### src/rtl/vector_scalar_mult_pkg.sv
// Shared types and helpers for vector_scalar_mult: FSM encoding, tile count and saturation limits.
package vector_scalar_mult_pkg;

  typedef enum logic [1:0] {
    IDLE = 2'd0,
    CALC = 2'd1,
    DONE = 2'd2
  } state_t;

  function automatic int ceil_div(input int n, input int d);
    return (n + d - 1) / d;
  endfunction

  function automatic longint sat_max(input int w);
    return (longint'(1) <<< (w - 1)) - longint'(1);
  endfunction

  function automatic longint sat_min(input int w);
    return -(longint'(1) <<< (w - 1));
  endfunction

endpackage

### src/rtl/vector_scalar_mult_mult_sat_cell.sv
// One combinational lane: signed multiply, fixed-point shift (optionally rounded), saturate.
// Rounding is selected by the VECTOR_SCALAR_MULT_ROUND_EN macro; floor truncation otherwise.
module mult_sat_cell
  import vector_scalar_mult_pkg::*;
#(
  parameter int A_CELL_WIDTH      = 8,
  parameter int B_CELL_WIDTH      = 8,
  parameter int RESULT_CELL_WIDTH = 8,
  parameter int FRACTION_WIDTH    = 4
) (
  input  logic [A_CELL_WIDTH-1:0]      a,
  input  logic [B_CELL_WIDTH-1:0]      b,
  output logic [RESULT_CELL_WIDTH-1:0] result,
  output logic                         overflow
);

  localparam int PW = A_CELL_WIDTH + B_CELL_WIDTH;

  logic signed [PW-1:0] p;
  logic signed [PW:0]   p_adj;
  logic signed [PW:0]   s;
  longint               s_wide;

  assign p = $signed(a) * $signed(b);

  // One guard bit keeps the rounding add from wrapping.
`ifdef VECTOR_SCALAR_MULT_ROUND_EN
  assign p_adj = {p[PW-1], p} + ((PW+1)'(1) << (FRACTION_WIDTH - 1));
`else
  assign p_adj = {p[PW-1], p};
`endif

  assign s      = p_adj >>> FRACTION_WIDTH;
  assign s_wide = longint'(s);

  always_comb begin
    result   = s[RESULT_CELL_WIDTH-1:0];
    overflow = 1'b0;
    if (s_wide > sat_max(RESULT_CELL_WIDTH)) begin
      result   = RESULT_CELL_WIDTH'(sat_max(RESULT_CELL_WIDTH));
      overflow = 1'b1;
    end else if (s_wide < sat_min(RESULT_CELL_WIDTH)) begin
      result   = RESULT_CELL_WIDTH'(sat_min(RESULT_CELL_WIDTH));
      overflow = 1'b1;
    end
  end

endmodule

### src/rtl/vector_scalar_mult.sv
// Vector x scalar fixed-point multiplier, TILING lanes per cycle, with saturation flag.
// Optional rounding via VECTOR_SCALAR_MULT_ROUND_EN (inside mult_sat_cell).
// Handshake: a word transfers on a rising edge where valid and ready are both 1; valid
// may be raised at any time, ready depends only on registered state, and result is
// held stable while result_valid is 1 until result_ready is seen.
module vector_scalar_mult
  import vector_scalar_mult_pkg::*;
#(
  parameter int VECTOR_LEN        = 5,
  parameter int A_CELL_WIDTH      = 8,
  parameter int B_CELL_WIDTH      = 8,
  parameter int RESULT_CELL_WIDTH = 8,
  parameter int FRACTION_WIDTH    = 4,
  parameter int TILING            = 2
) (
  input  logic                                    clk,
  input  logic                                    rst,
  input  logic [VECTOR_LEN*A_CELL_WIDTH-1:0]      a,
  input  logic                                    a_valid,
  output logic                                    a_ready,
  input  logic [B_CELL_WIDTH-1:0]                 b,
  input  logic                                    b_valid,
  output logic                                    b_ready,
  output logic [VECTOR_LEN*RESULT_CELL_WIDTH-1:0] result,
  output logic                                    result_valid,
  input  logic                                    result_ready,
  output logic                                    error,
  output state_t                                  state
);

  localparam int NUM_TILES = ceil_div(VECTOR_LEN, TILING);
  localparam int SLOTS     = NUM_TILES * TILING;
  localparam int TW        = (NUM_TILES > 1) ? $clog2(NUM_TILES) : 1;
  localparam int SW        = (SLOTS > 1) ? $clog2(SLOTS) : 1;
  localparam logic [TW-1:0] LAST_TILE = TW'(NUM_TILES - 1);

  state_t                               state_q, state_d;
  logic                                 a_got, b_got;
  logic [VECTOR_LEN*A_CELL_WIDTH-1:0]   a_q;
  logic [B_CELL_WIDTH-1:0]              b_q;
  logic [TW-1:0]                        tile_q;
  logic                                 err_q;
  logic [RESULT_CELL_WIDTH-1:0]         res_q    [VECTOR_LEN];
  logic [A_CELL_WIDTH-1:0]              a_slot   [SLOTS];
  logic [SW-1:0]                        lane_idx [TILING];
  logic                                 lane_ok  [TILING];
  logic [A_CELL_WIDTH-1:0]              lane_a   [TILING];
  logic [RESULT_CELL_WIDTH-1:0]         lane_res [TILING];
  logic                                 lane_ovf [TILING];

  // Pad the operand vector to a whole number of tiles so the lane mux never reads past it.
  for (genvar s = 0; s < SLOTS; s++) begin : g_slot
    if (s < VECTOR_LEN) begin : g_real
      assign a_slot[s] = a_q[s*A_CELL_WIDTH +: A_CELL_WIDTH];
    end else begin : g_pad
      assign a_slot[s] = '0;
    end
  end

  for (genvar j = 0; j < TILING; j++) begin : g_lane
    assign lane_idx[j] = SW'(int'(tile_q) * TILING + j);
    assign lane_ok[j]  = (int'(lane_idx[j]) < VECTOR_LEN);
    assign lane_a[j]   = a_slot[lane_idx[j]];

    mult_sat_cell #(
      .A_CELL_WIDTH     (A_CELL_WIDTH),
      .B_CELL_WIDTH     (B_CELL_WIDTH),
      .RESULT_CELL_WIDTH(RESULT_CELL_WIDTH),
      .FRACTION_WIDTH   (FRACTION_WIDTH)
    ) u_cell (
      .a       (lane_a[j]),
      .b       (b_q),
      .result  (lane_res[j]),
      .overflow(lane_ovf[j])
    );
  end

  always_comb begin
    state_d = state_q;
    case (state_q)
      IDLE:    if (a_got && b_got) state_d = CALC;
      CALC:    if (tile_q == LAST_TILE) state_d = DONE;
      DONE:    if (result_ready) state_d = IDLE;
      default: state_d = IDLE;
    endcase
  end

  always_ff @(posedge clk or negedge rst) begin
    if (!rst) begin
      state_q <= IDLE;
      a_got   <= 1'b0;
      b_got   <= 1'b0;
      a_q     <= '0;
      b_q     <= '0;
      tile_q  <= '0;
      err_q   <= 1'b0;
      for (int e = 0; e < VECTOR_LEN; e++) res_q[e] <= '0;
    end else begin
      state_q <= state_d;
      case (state_q)
        IDLE: begin
          if (a_valid && !a_got) begin
            a_q   <= a;
            a_got <= 1'b1;
          end
          if (b_valid && !b_got) begin
            b_q   <= b;
            b_got <= 1'b1;
          end
        end
        CALC: begin
          for (int j = 0; j < TILING; j++) begin
            if (lane_ok[j]) begin
              res_q[lane_idx[j]] <= lane_res[j];
              if (lane_ovf[j]) err_q <= 1'b1;
            end
          end
          if (tile_q != LAST_TILE) tile_q <= tile_q + 1'b1;
        end
        DONE: begin
          if (result_ready) begin
            a_got  <= 1'b0;
            b_got  <= 1'b0;
            tile_q <= '0;
            err_q  <= 1'b0;
          end
        end
        default: ;
      endcase
    end
  end

  for (genvar e = 0; e < VECTOR_LEN; e++) begin : g_pack
    assign result[e*RESULT_CELL_WIDTH +: RESULT_CELL_WIDTH] = res_q[e];
  end

  assign a_ready      = (state_q == IDLE) && !a_got;
  assign b_ready      = (state_q == IDLE) && !b_got;
  assign result_valid = (state_q == DONE);
  assign error        = err_q;
  assign state        = state_q;

endmodule

### config.mk
export PLATFORM = sky130hd
export DESIGN_NAME = vector_scalar_mult
export DESIGN_NICKNAME = d
export VERILOG_FILES = /design/src/rtl/vector_scalar_mult_pkg.sv /design/src/rtl/vector_scalar_mult_mult_sat_cell.sv /design/src/rtl/vector_scalar_mult.sv
export SDC_FILE = /design/constraint.sdc
export NUM_CORES = 1
export LEC_CHECK = 0
export ABC_AREA = 1
export BUFFER_PORTS_ARGS = -buffer_cell sky130_fd_sc_hd__buf_2
export CAP_MARGIN = 20
export CORE_AREA = 4 4 151 153
export DETAILED_ROUTE_END_ITERATION = 12
export DIE_AREA = 0 0 155 157
export SLEW_MARGIN = 20
export SYNTH_ARGS = -nofsm -noshare
export SYNTH_HDL_FRONTEND = slang
export SYNTH_SLANG_ARGS = --single-unit
### constraint.sdc
create_clock -name clk -period 16.6 [get_ports clk]
set_clock_uncertainty 0.05 [all_clocks]
set_input_delay 2.49 -clock clk [delete_from_list [all_inputs] [get_ports clk]]
set_output_delay 2.49 -clock clk [all_outputs]
set_load 0.02 [all_outputs]
Word level (Yosys, flattened, before mapping)
Cells that the tools add are included.
{"block": "classes", "add_sub_neg": 2, "multipliers": 2, "n_div": 0, "order_cmp": 10, "eq_ne": 10, "shift": 0, "n_mux": 39, "n_bitwise": 2, "reduce_logical": 19}
{"operator": "$mux W40", "n": 3}
{"operator": "$bwmux W40", "n": 2}
{"operator": "$mux W8", "n": 10}
{"operator": "$bmux W8 S3", "n": 2}
{"operator": "$demux W8 S3", "n": 2}
{"operator": "$mul A8 B8 Y16", "n": 2}
{"operator": "$gt A12 B8 Y1 const B", "n": 2}
{"operator": "$lt A12 B8 Y1 const B", "n": 2}
{"operator": "$ne A2 B2 Y1 const B", "n": 6}
{"operator": "$reduce_and A3 Y1", "n": 4}
{"operator": "$mux W1", "n": 11}
{"operator": "$ge A4 B4 Y1 const B", "n": 2}
{"operator": "$lt A4 B1 Y1 const B", "n": 2}
{"operator": "$mux W2", "n": 4}
{"operator": "$not A3 Y4", "n": 2}
{"operator": "$logic_and A1 B1 Y1", "n": 7}
{"operator": "$lt A3 B3 Y1 const B", "n": 2}
{"operator": "$pmux W1 S2", "n": 3}
{"operator": "$pmux W2 S3", "n": 1}
{"operator": "$reduce_and A2 Y1", "n": 3}
{"operator": "$eq A2 B2 Y1 const B", "n": 2}
{"operator": "$pmux W2 S2", "n": 1}
{"operator": "$reduce_bool A2 Y1", "n": 2}
{"operator": "$add A3 B1 Y3 const B", "n": 1}
{"operator": "5 further kinds", "n": 6}
{"block": "totals", "regBits": 95, "latchBits": 0, "ram_bits": 0, "rom_bits": 0, "in_bits": 53, "elab_cells": 96, "mem_count": 0}

Logic depth before layout (Yosys ltp)
Gate-level depths: netlist (run 1).
{"block": "logic_depth", "ltp_word": 13, "mapped_depth": 31, "depth_no_buf": 30}

By module
A second synthesis (run 1) with hierarchy kept.
{"block": "unflattened", "cells_unflattened": 1364, "hier_area_um2": 10053.4}
{"module": "vector_scalar_mult", "n_inst": 1, "cells_per_inst": 503, "area_per_inst_um2": 4221.5, "seq_area_each_um2": 2377.3}
{"module": "mult_sat_cell at g_lane[0].u_cell", "n_inst": 1, "cells_per_inst": 426, "area_per_inst_um2": 2926.6, "seq_area_each_um2": 0.0}
{"module": "mult_sat_cell at g_lane[1].u_cell", "n_inst": 1, "cells_per_inst": 435, "area_per_inst_um2": 2905.3, "seq_area_each_um2": 0.0}

Least setup slack after synthesis (run 1)
Ideal clock, no wire load.
{"block": "synth_timing", "path_type": "reg-to-reg", "from": "register tile_q[1]", "to": "register err_q, in the netlist error", "setup_time_ns": 0.119, "arrival_time_ns": 5.047, "slack_ns": 11.384, "stages_incl_launch_ff": 29, "n_path_buf": 1, "path_cell_list": "dfrtp_1 -> buf_4 -> inv_1 -> nor2_1 -> inv_1 -> o21ai_0 -> inv_1 -> nor2_1 -> fa_1 -> inv_1 -> fa_1 -> inv_1 -> fa_1 -> inv_1 -> fa_1 -> inv_1 -> ha_1 -> nand2_1 -> inv_1 -> a21oi_1 -> nand3_1 -> nand2_1 -> nand2_1 -> nor2_1 -> nand2_1 -> nand2_4 -> nand2_1 -> a21oi_1 -> nand2_1"}
{"block": "synth_between", "elab_chain_cells": 13, "word_cells_on_any_way": 26, "classes_between": "add/sub: 1; mul: 2; order compare: 6; mux: 15; bitwise: 2"}
{"element": "from (decl)", "line": "vector_scalar_mult.sv:41", "text": "logic [TW-1:0] tile_q;"}
{"element": "from (signal assigned)", "line": "vector_scalar_mult.sv:118", "text": "if (tile_q != LAST_TILE) tile_q <= tile_q + 1'b1;"}
{"element": "parallel branches: the longest is 11 deep, another holds $mul A8 B8 Y16"}
{"element": "$mux W1 *", "line": "vector_scalar_mult.sv:113", "text": "if (lane_ok[j]) begin"}
{"element": "$pmux W1 S2 *", "line": "vector_scalar_mult.sv:100", "text": "case (state_q)"}
{"element": "to (signal assigned)", "line": "vector_scalar_mult.sv:96", "text": "err_q <= 1'b0;"}
{"element": "to (signal assigned)", "line": "vector_scalar_mult.sv:115", "text": "if (lane_ovf[j]) err_q <= 1'b1;"}
{"element": "to (signal assigned)", "line": "vector_scalar_mult.sv:125", "text": "err_q <= 1'b0;"}
{"element": "to (decl)", "line": "vector_scalar_mult.sv:42", "text": "logic err_q;"}
Mark *: on every way between the ends. The select of a mux whose other input is x is not followed.
A chain may end at the register's enable or synchronous reset.

Final worst setup path (run 1)
{"block": "layout_timing", "from": "register tile_q[0]", "to": "register err_q, in the netlist error"}
The elaborated chain is that of the path after synthesis.

==> out/metrics.yaml, run 1 <==
global_routing:
  antenna_found_initial: 0
  grt_start_max_net_pins: 66
  grt_usage_pct: 18.7
  grt_pass1_vias: 7531
  gr-total-overflow: 0
  grt_pass1_wl_um: 37200
finish:
  nets: 1513
  antennaDiodeCount: 0
  layoutNonFillerInstCount: 1575
  syn_to_final_growth_pct: 11.0
  fin_util_pct: 48.9
  drive_gt1_share_pct: 14.4
setup_path:
  critPathBufInv: 7
  cp-end-kind: "register"
  worstPathRequired_ns: 16.79
  critPathMaxFanout: 23
  start_kind: "register"
  worstPathArrival_ns: 6.65
  critPathMaxStageDelay_ns: 0.81
  cpMostUsedCell: "inv_1"
  worst-setup-path-type: "register to register"
  cp_slowest_cell: "dfrtp_1"
  path_delay_family: "adder cells"
logic_synthesis:
  yosysMostFrequentCell: "nand2_1"
  synth-seq-cells: 95
  yosysSeqAreaShare_pct: 25.0
  ys.flop_type: "dfrtp_1"
  synth_commonest_cells: "nand2_1, inv_1, nor2_1, fa_1, dfrtp_1"
  yosysTopAreaCellShare_pct: 25.0
  synth-edff-count: 0
  synthArstFlopShare_pct: 100
  synth_fp_nets: 1425
  syn_inst: 1202
  syn-cell-area_um2: 9500
  yosysWarningCount: 0
  yosysUniqueCellTypes: 34
  yosysTopAreaCell: "dfrtp_1"
  ys_top_cells_by_area: "dfrtp_1, fa_1, nand2_1, inv_1, ha_1"
  avgSynthCellArea_um2: 7.91
route:
  wl_um: 21800
  vias: 7556
  drtIter0Drc: 447
  via_per_inst: 4.80
  wl_per_cell_um: 13.8
  drc: 0
  dr.pass1.iters: 5
  ant_nets: 0
die:
  core-area_um2: 21600
  row_count: 54
  ios: 99
  die_y_um: 157
  die_area_um2: 24300
  start_util_pct: 44.1
  die_x_um: 155
clocking:
  post_cts_buffers: 0
  cts_hold_buf: 0
  cts_max_level: 3
  cts_resized: 0
  tritoncts: "done"
  clock_latency_ns: 0.35
  clock_sinks: 95
  clk_pin_slew_ns: 0.07
  cts_root_buf: "clkbuf_16"
  cts_buffers: 9
  cts_buffer_depth: 2
placement:
  gp_congestion: 0.866
  dp.cells: 1559
  place_hpwl_um: 18100
  io_buffers: 98
timing:
  max_freq_mhz: 155
  totalNegativeSetupSlack_ns: 0
  fin_crit_ns: 6.45
  tightest_slew_ns: 1.07
  rsz0062_at_grt: "false"
  period_share_pct: 38.9
  relSlewSlack_pct: 28.1
  maxSlewViolCount: 0
  setup_viol: 0
  hold_violations: 0
outcome:
  status: "complete, no violations"
min_path:
  hold_path.class: "register to register"
run:
  cap_viol_max_count: 0
## metrics by stage
step                hold WS (ns)  area [um2]  worst slack (ns)
finish                     0.427       10500             10.15
global route               0.450       10500              9.48
CTS                        0.431       10500             10.06
detailed placement         0.411       10300             10.11
global placement           0.407       10300             10.26
floorplan                  0.401        9500             11.38
## metal layers
metal	track usage, %	routed length (um)	vias to the layer above
li1	-	-	3765
met1	28.7	10900	3594
met2	28.4	9340	183
met3	3.22	1350	14
met4	2.99	193	0
met5	0	0	-
## worst paths after layout
| check | from | to | cells after the start | slack (ns) |
|---|---|---|---|---|
| setup / recovery | tile_q[0] | error | 25 | 10.15 |
| hold / removal | result[13] | result[13] | 2 | 0.43 |
| setup reg to reg | tile_q[0] | error | 25 | 10.15 |
| hold reg to reg | result[13] | result[13] | 2 | 0.43 |
| max in group asynchronous | rst | result[29] | 2 | 13.32 |
| min in group asynchronous | rst | a_q[30] | 1 | 2.00 |
## placed cells by master (no fill, tap or decap), drive strengths merged
| cell type | n |
|---|---|
| a21o | 2 |
| a21oi | 30 |
| a22o | 2 |
| buf | 99 |
| clkbuf | 9 |
| clkinv | 4 |
| clkinvlp | 4 |
| dfrtp | 95 |
| fa | 108 |
| ha | 62 |
| inv | 263 |
| mux2 | 33 |
| nand2 | 299 |
| nand3 | 41 |
| nand3b | 2 |
| nand4 | 6 |
| nor2 | 165 |
| nor3 | 10 |
| nor4 | 2 |
| o21ai | 38 |
| o21bai | 3 |
| o31ai | 1 |
| xnor2 | 9 |
| xor2 | 8 |
## cells by family (layout without fill, tap and decap cells)
| logic type | count (synthesis) | count (layout) | synth area share (%) |
|---|---|---|---|
| flip-flops | 95 | 95 | 25.0 |
| AO/OA/AOI/OAI | 76 | 76 | 4.67 |
| adder cells (fa/ha/maj) | 170 | 170 | 30.9 |
| multiplexers | 33 | 33 | 3.91 |
| XOR/XNOR | 17 | 17 | 1.57 |
| AND/OR/NAND/NOR | 525 | 525 | 22.5 |
| buffers and inverters | 286 | 379 | 11.4 |
## tightest hold or removal path: stages (launching register included)
cell and delay, ns:
dfrtp_1 0.34, nand2_1 0.05, nand2_1 0.05
## area by class of cell
type	instances	area, um2
clock buffers	9	225
well taps	280	350
clock inverters	7	57.6
multi-input cells	821	6040
fillers	2168	11000
flip-flops and latches	95	2380
inverters	264	993
repair buffers	99	500
## flip-flops by register name, summed over array words and instances, names as in the netlist
register,flops
a_got,1
a_q,40
b_got,1
b_q,8
error,1
result,40
state,2
tile_q,2
Power of run 1 is not shown: default switching activity piles up to over one toggle a cycle in this logic, so the estimate is an artifact.
==> run 2: changes to the inputs <==
--- a/config.mk
+++ b/config.mk
@@ -5,12 +5,12 @@
 export SDC_FILE = /design/constraint.sdc
 export NUM_CORES = 1
 export LEC_CHECK = 0
-export ABC_AREA = 1
+export ABC_AREA = 0
 export BUFFER_PORTS_ARGS = -buffer_cell sky130_fd_sc_hd__buf_2
 export CAP_MARGIN = 20
-export CORE_AREA = 4 4 151 153
+export CORE_AREA = 4 4 148 150
 export DETAILED_ROUTE_END_ITERATION = 12
-export DIE_AREA = 0 0 155 157
+export DIE_AREA = 0 0 152 154
 export SLEW_MARGIN = 20
 export SYNTH_ARGS = -nofsm -noshare
 export SYNTH_HDL_FRONTEND = slang
==> constraint.sdc (replaced) <==
create_clock -name clk -period 6.4 [get_ports clk]
set_clock_uncertainty 0.05 [all_clocks]
set_input_delay 0.96 -clock clk [delete_from_list [all_inputs] [get_ports clk]]
set_output_delay 0.96 -clock clk [all_outputs]
set_load 0.02 [all_outputs]
==> out/metrics.yaml, run 2 <==
outcome:
  status: "complete, no violations"
logic_synthesis:
  synth_fp_nets: 1150  # -19%
  yosysTopAreaCellShare_pct: 26.0  # +0.98 points
  yosysMostFrequentCell: "inv_1"
  yosysTopAreaCell: "dfrtp_1"
  synth-seq-cells: 95  # unchanged
  synth-simple-area-share_pct: 13.5  # -9.0 points
  ys.flop_type: "dfrtp_1"
  yosysUniqueCellTypes: 59  # +74%
  synthXorXnorAreaFrac_pct: 2.97  # +1.4 points
  yosysWarningCount: 0  # unchanged
  syn-cell-area_um2: 9150  # -3.8%
  synthArstFlopShare_pct: 100  # unchanged
  ys_top_cells_by_area: "dfrtp_1, fa_1, ha_1, inv_1, mux2_2"
  synth_commonest_cells: "inv_1, fa_1, dfrtp_1, and2_1, nand2_1"
  avgSynthCellArea_um2: 9.87  # +25%
  synth_top_family_by_area: "adder cells"
  synthAdderAreaFrac_pct: 32.1  # +1.2 points
  synth-edff-count: 0  # unchanged
  yosysSeqAreaShare_pct: 26.0  # +0.98 points
  synth_compound_area_share_pct: 9.70  # +5.0 points
  syn_inst: 927  # -23%
  synthMuxAreaShare_pct: 7.54  # +3.6 points
finish:
  syn_to_final_growth_pct: 12.7
  final_cell_mix: "inv_1, fa_1, buf_2"
  final_area_um2: 10300  # -2.3%
  nets: 1248  # -18%
  drive_gt1_share_pct: 19.8  # +5.4 points
  layoutNonFillerInstCount: 1304  # -17%
  antennaDiodeCount: 0  # unchanged
  final_common_cell: "inv_1"
placement:
  io_buffers: 98  # unchanged
  place_hpwl_um: 16500  # -8.6%
  gp_congestion: 0.822  # -5.1%
  dp.cells: 1289  # -17%
  placed_area_um2: 9990  # -2.6%
clocking:
  clk_pin_slew_ns: 0.07  # about the same
  cts_hold_buf: 0  # unchanged
  clock_latency_ns: 0.34  # about the same
  clock_sinks: 95  # unchanged
  tritoncts: "done"
  cts_buffers: 9  # unchanged
  cts_buffer_depth: 2  # unchanged
  cts_max_level: 3  # unchanged
  cts_root_buf: "clkbuf_16"
route:
  dr.pass1.iters: 4  # -1
  via_per_inst: 4.98  # +3.7%
  drc: 0  # unchanged
  vias: 6488  # -14%
  wl_um: 20700  # -4.9%
  ant_nets: 0  # unchanged
  wl_per_cell_um: 15.9  # +15%
  drtIter0Drc: 233  # -48%
die:
  die_x_um: 152  # -1.9%
  core-area_um2: 20700  # -4.0%
  ios: 99  # unchanged
  die_area_um2: 23400  # -3.8%
  row_count: 53  # -1.9%
  start_util_pct: 44.2  # +0.12 points
  die_y_um: 154  # -1.9%
global_routing:
  grt_pass1_vias: 6903  # -8.3%
  grt_usage_pct: 18.1  # -0.59 points
  grt-busiest-layer: "met2"
  gr-total-overflow: 0  # unchanged
  grt_pass1_wl_um: 35100  # -5.6%
  antenna_found_initial: 0  # unchanged
  use_met1_pct: 25.1  # -3.6 points
  gr-usage-met2_pct: 31.4  # +3.0 points
  grt_start_max_net_pins: 68  # +3.0%
  grtUsageMet3_pct: 2.53  # -0.68 points
setup_path:
  worst-setup-path-type: "register to register"
  critPathMaxFanout: 11  # -52%
  start_kind: "register"
  crit_chain: "mux2i_1 -> o21ai_0 -> nor2_1 -> fa_1 -> inv_1 -> fa_1 -> fa_1 -> fa_1 -> inv_1 -> ha_1 -> a2111oi_4 -> o21ai_2 -> a221oi_2 -> xnor2_1 -> o41ai_2 -> buf_4 -> a211o_1 -> o2111ai_2"
  worstPathArrival_ns: 6.25  # -0.40 ns
  cp-end-kind: "register"
  worstPathRequired_ns: 6.60  # -10.19 ns
  critPathMaxStageDelay_ns: 0.69  # -0.12 ns
  cpMostUsedCell: "fa_1"
  cp_slowest_cell: "o21ai_0"
timing:
  hold_violations: 0  # unchanged
  hold_slack_ns: 0.440  # +0.0130 ns
  tightest_slew_ns: 0.863  # -0.212 ns
  max_freq_mhz: 165  # +6.7%
  maxSlewViolCount: 0  # unchanged
  period_share_pct: 94.5  # +56 points
  setup_viol: 0  # unchanged
  rsz0062_at_grt: "false"
  relSlewSlack_pct: 41.9  # +14 points
  fin_crit_ns: 6.05  # -0.405 ns
min_path:
  hold_path.class: "register to register"
run:
  cap_viol_max_count: 0  # unchanged
[run 2: final cells by class]
| cell class | instances | area, um2 |
|---|---|---|
| Fill cell | 1979 | 10400 |
| Clock buffer | 9 | 225 |
| Sequential cell | 95 | 2380 |
| Tap cell | 275 | 344 |
| Multi-Input combinational cell | 636 | 6040 |
| Clock inverter | 6 | 67.6 |
| Timing Repair Buffer | 115 | 621 |
| Inverter | 168 | 631 |
[run 2: path summary, 6_finish.rpt]
path	start	endpoint	slack, ns	cells past startpoint
worst max-delay path	tile_q[0]	error	0.35	18
worst max register to register	tile_q[0]	error	0.35	18
worst min-delay path	result[24]	result[24]	0.44	2
max in group asynchronous	rst	tile_q[0]	4.56	2
min in group asynchronous	rst	result[39]	0.48	1
worst min register to register	result[24]	result[24]	0.44	2
[run 2: layer usage]
layer  vias to the layer above  share of wire, %
met5                         -                 0
met4                         0              0.61
met3                        14               3.2
met2                        97                50
met1                      3224                46
li1                       3153                 -
[run 2: per-stage QoR]
stage                     util, %  setup slack [ns]  TNS (ns)
final                        49.8             0.350         0
after global routing         49.8            0.0535         0
after global placement       48.3            0.0135         0
after detailed placement     48.3           -0.0489    -0.414
after floorplan                 -             0.790         0
after CTS                    49.7            0.0531         0
[run 2: logic make-up (layout without fill, tap and decap cells)]
group           count (synthesis)  after routing
compound gates                121            121
xor+xnor                       31             31
fa+ha+maj                     170            170
buf+inv                       196            298
flops                          95             95
mux                            63             63
simple gates                  251            251
[run 2: worst max-delay path: cells and delay by family, from the launching register on]
| kind | cells | cell delay [ns] |
|---|---|---|
| adders and majority gates | 5 | 2.51 |
| AOI/OAI and AO/OA | 7 | 2.01 |
| DFF | 1 | 0.52 |
| xor gates and xnor gates | 1 | 0.29 |
| buffers and inverters | 3 | 0.27 |
| muxes | 1 | 0.16 |
| and+or+nand+nor | 1 | 0.14 |
[run 2: repair_timing]
item                                    in CTS  in global routing
resized for setup                            1                  8
buffers inserted                             0                  0
endpoints found under the setup margin      11                 36
pin swaps                                    0                  0
Power of run 2 is left out for the same reason.
==> run 3: changes to the inputs <==
--- a/config.mk
+++ b/config.mk
@@ -5,12 +5,12 @@
 export SDC_FILE = /design/constraint.sdc
 export NUM_CORES = 1
 export LEC_CHECK = 0
-export ABC_AREA = 0
+export ABC_AREA = 1
 export BUFFER_PORTS_ARGS = -buffer_cell sky130_fd_sc_hd__buf_2
 export CAP_MARGIN = 20
-export CORE_AREA = 4 4 148 150
+export CORE_AREA = 4 4 160 162
 export DETAILED_ROUTE_END_ITERATION = 12
-export DIE_AREA = 0 0 152 154
+export DIE_AREA = 0 0 164 166
 export SLEW_MARGIN = 20
 export SYNTH_ARGS = -nofsm -noshare
 export SYNTH_HDL_FRONTEND = slang
==> out/metrics.yaml, run 3 (synthesized netlist as in run 1, its figures left out) <==
placement:
  io_buffers: 98  # unchanged
  gp_congestion: 0.853  # +3.7%
  dp.cells: 1609  # +25%
  place_hpwl_um: 18100  # +9.7%
  pre_cts_ws_ns: 0.673  # +0.721 ns
global_routing:
  gr-total-overflow: 0  # unchanged
  grt_start_max_net_pins: 67  # -1.5%
  grtUsageMet3_pct: 2.90  # +0.37 points
  gr-usage-met2_pct: 24.5  # -6.9 points
  antenna_found_initial: 0  # unchanged
  grt_pass1_wl_um: 36500  # +4.2%
  grt_pass1_vias: 7456  # +8.0%
  use_met1_pct: 25.3  # +0.22 points
  grt-busiest-layer: "met1"
  grt_usage_pct: 16.5  # -1.6 points
finish:
  drive_gt1_share_pct: 14.8  # -5.1 points
  fill_cells: 2517  # +27%
  syn_to_final_growth_pct: 12.5
  area.sequential_um2: 2380  # about the same
  final_cell_mix: "nand2_1, inv_1, nor2_1"
  layoutNonFillerInstCount: 1625  # +25%
  nets: 1519  # +22%
  antennaDiodeCount: 0  # unchanged
  final_common_cell: "nand2_1"
  multi_input_area_um2: 6050  # +0.10%
timing:
  rsz0062_at_grt: "false"
  totalNegativeSetupSlack_ns: 0  # unchanged
  maxSlewViolCount: 0  # unchanged
  max_freq_mhz: 173  # +4.6%
  setup_viol: 0  # unchanged
  fin_ws_ns: 0.617  # +0.267 ns
  fin_crit_ns: 5.78  # -0.267 ns
  relSlewSlack_pct: 41.2  # -0.69 points
  period_share_pct: 90.4  # -4.2 points
  hold_violations: 0  # unchanged
  tightest_slew_ns: 0.876  # +0.0127 ns
clocking:
  cts_max_level: 3  # unchanged
  post_cts_buffers: 0  # unchanged
  clock_latency_ns: 0.35  # about the same
  tritoncts: "done"
  clock_sinks: 95  # unchanged
  clk_pin_slew_ns: 0.06  # about the same
  cts_buffers: 9  # unchanged
  cts_buffer_depth: 2  # unchanged
  cts_resized: 0  # -1
  cts_root_buf: "clkbuf_16"
  cts_hold_buf: 0  # unchanged
die:
  row_count: 57  # +7.5%
  die_y_um: 166  # +7.8%
  core-area_um2: 24100  # +17%
  ios: 99  # unchanged
  die_x_um: 164  # +7.9%
  start_util_pct: 39.4  # -4.8 points
  die_area_um2: 27200  # +16%
route:
  vias: 7591  # +17%
  drc: 0  # unchanged
  wl_per_cell_um: 13.5  # -15%
  dr.pass1.iters: 5  # +1
  wl_um: 21900  # +6.0%
  via_per_inst: 4.67  # -6.1%
  ant_nets: 0  # unchanged
  drtIter0Drc: 488  # +110%
setup_path:
  startpoint: "tile_q[0]"
  worst-setup-path-type: "register to register"
  rrSetupSlack_ns: 0.62  # +0.27 ns
  critPathMaxFanout: 22  # +11
  start_kind: "register"
  worstPathRequired_ns: 6.58  # -0.02 ns
  cp-end-kind: "register"
  path_delay_family: "adder cells"
  cp_slowest_cell: "fa_1"
  cpMostUsedCell: "nand2_1"
  critPathMaxStageDelay_ns: 0.55  # -0.14 ns
  worstPathArrival_ns: 5.96  # -0.29 ns
  critPathBufInv: 5  # +2
  r2r_start: "tile_q[0]"
min_path:
  hold_path.class: "register to register"
  min_from: "result[8]"
outcome:
  status: "complete, no violations"
run:
  cap_viol_max_count: 0  # unchanged
run 3: layer usage:
metal  up-vias  part of all wire [%]  routed length, um
met4         0                   1.2                255
li1       3781                     -                  -
met1      3594                    50              10900
met3        21                   6.3               1380
met5         -                     0                  0
met2       195                    43               9400
run 3: worst paths after layout:
kind	end	depth (start not counted)
max reg2reg	error	26
min in group asynchronous	a_q[31]	1
max in group asynchronous	result[8]	2
min	result[8]	2
min reg2reg	result[8]	2
max	error	26
run 3: worst register-to-register path: stages, from the launching register on:
cell     delay [ns]
dfrtp_1        0.37
buf_4          0.22
nor2_1         0.17
inv_1          0.12
o21ai_0        0.51
inv_1          0.26
nor2_1         0.19
fa_1           0.47
fa_1           0.55
fa_1           0.55
inv_1          0.05
fa_1           0.52
inv_1          0.04
ha_1           0.34
nand2_1        0.11
nor2_1         0.15
nand2_1        0.10
nand2_1        0.07
nand2_1        0.05
nand2_1        0.08
nand2_1        0.06
nor2_1         0.09
nand2_1        0.09
nand2_4        0.12
nand2_1        0.10
a21oi_1        0.18
nand2_1        0.07
run 3: metrics by stage:
| stage | instance area [um2] | utilization (%) | hold slack, ns |
|---|---|---|---|
| final | 10700 | 44.3 | 0.423 |
| after global routing | 10700 | 44.3 | 0.435 |
| after CTS | 10700 | 44.3 | 0.430 |
| after detailed placement | 10400 | 43.0 | 0.412 |
| after global placement | 10400 | 43.0 | 0.410 |
| after floorplan | 9500 | - | 0.401 |
run 3: final cells by class:
class | count | area share, %
clock buffers | 10 | 2.14
well taps | 324 | 3.79
clock inverters | 6 | 0.855
repair buffers | 105 | 5.10
multi-input cells | 821 | 56.6
inverters | 264 | 9.29
flip-flops and latches | 95 | 22.2
Power of run 3 is left out for the same reason.
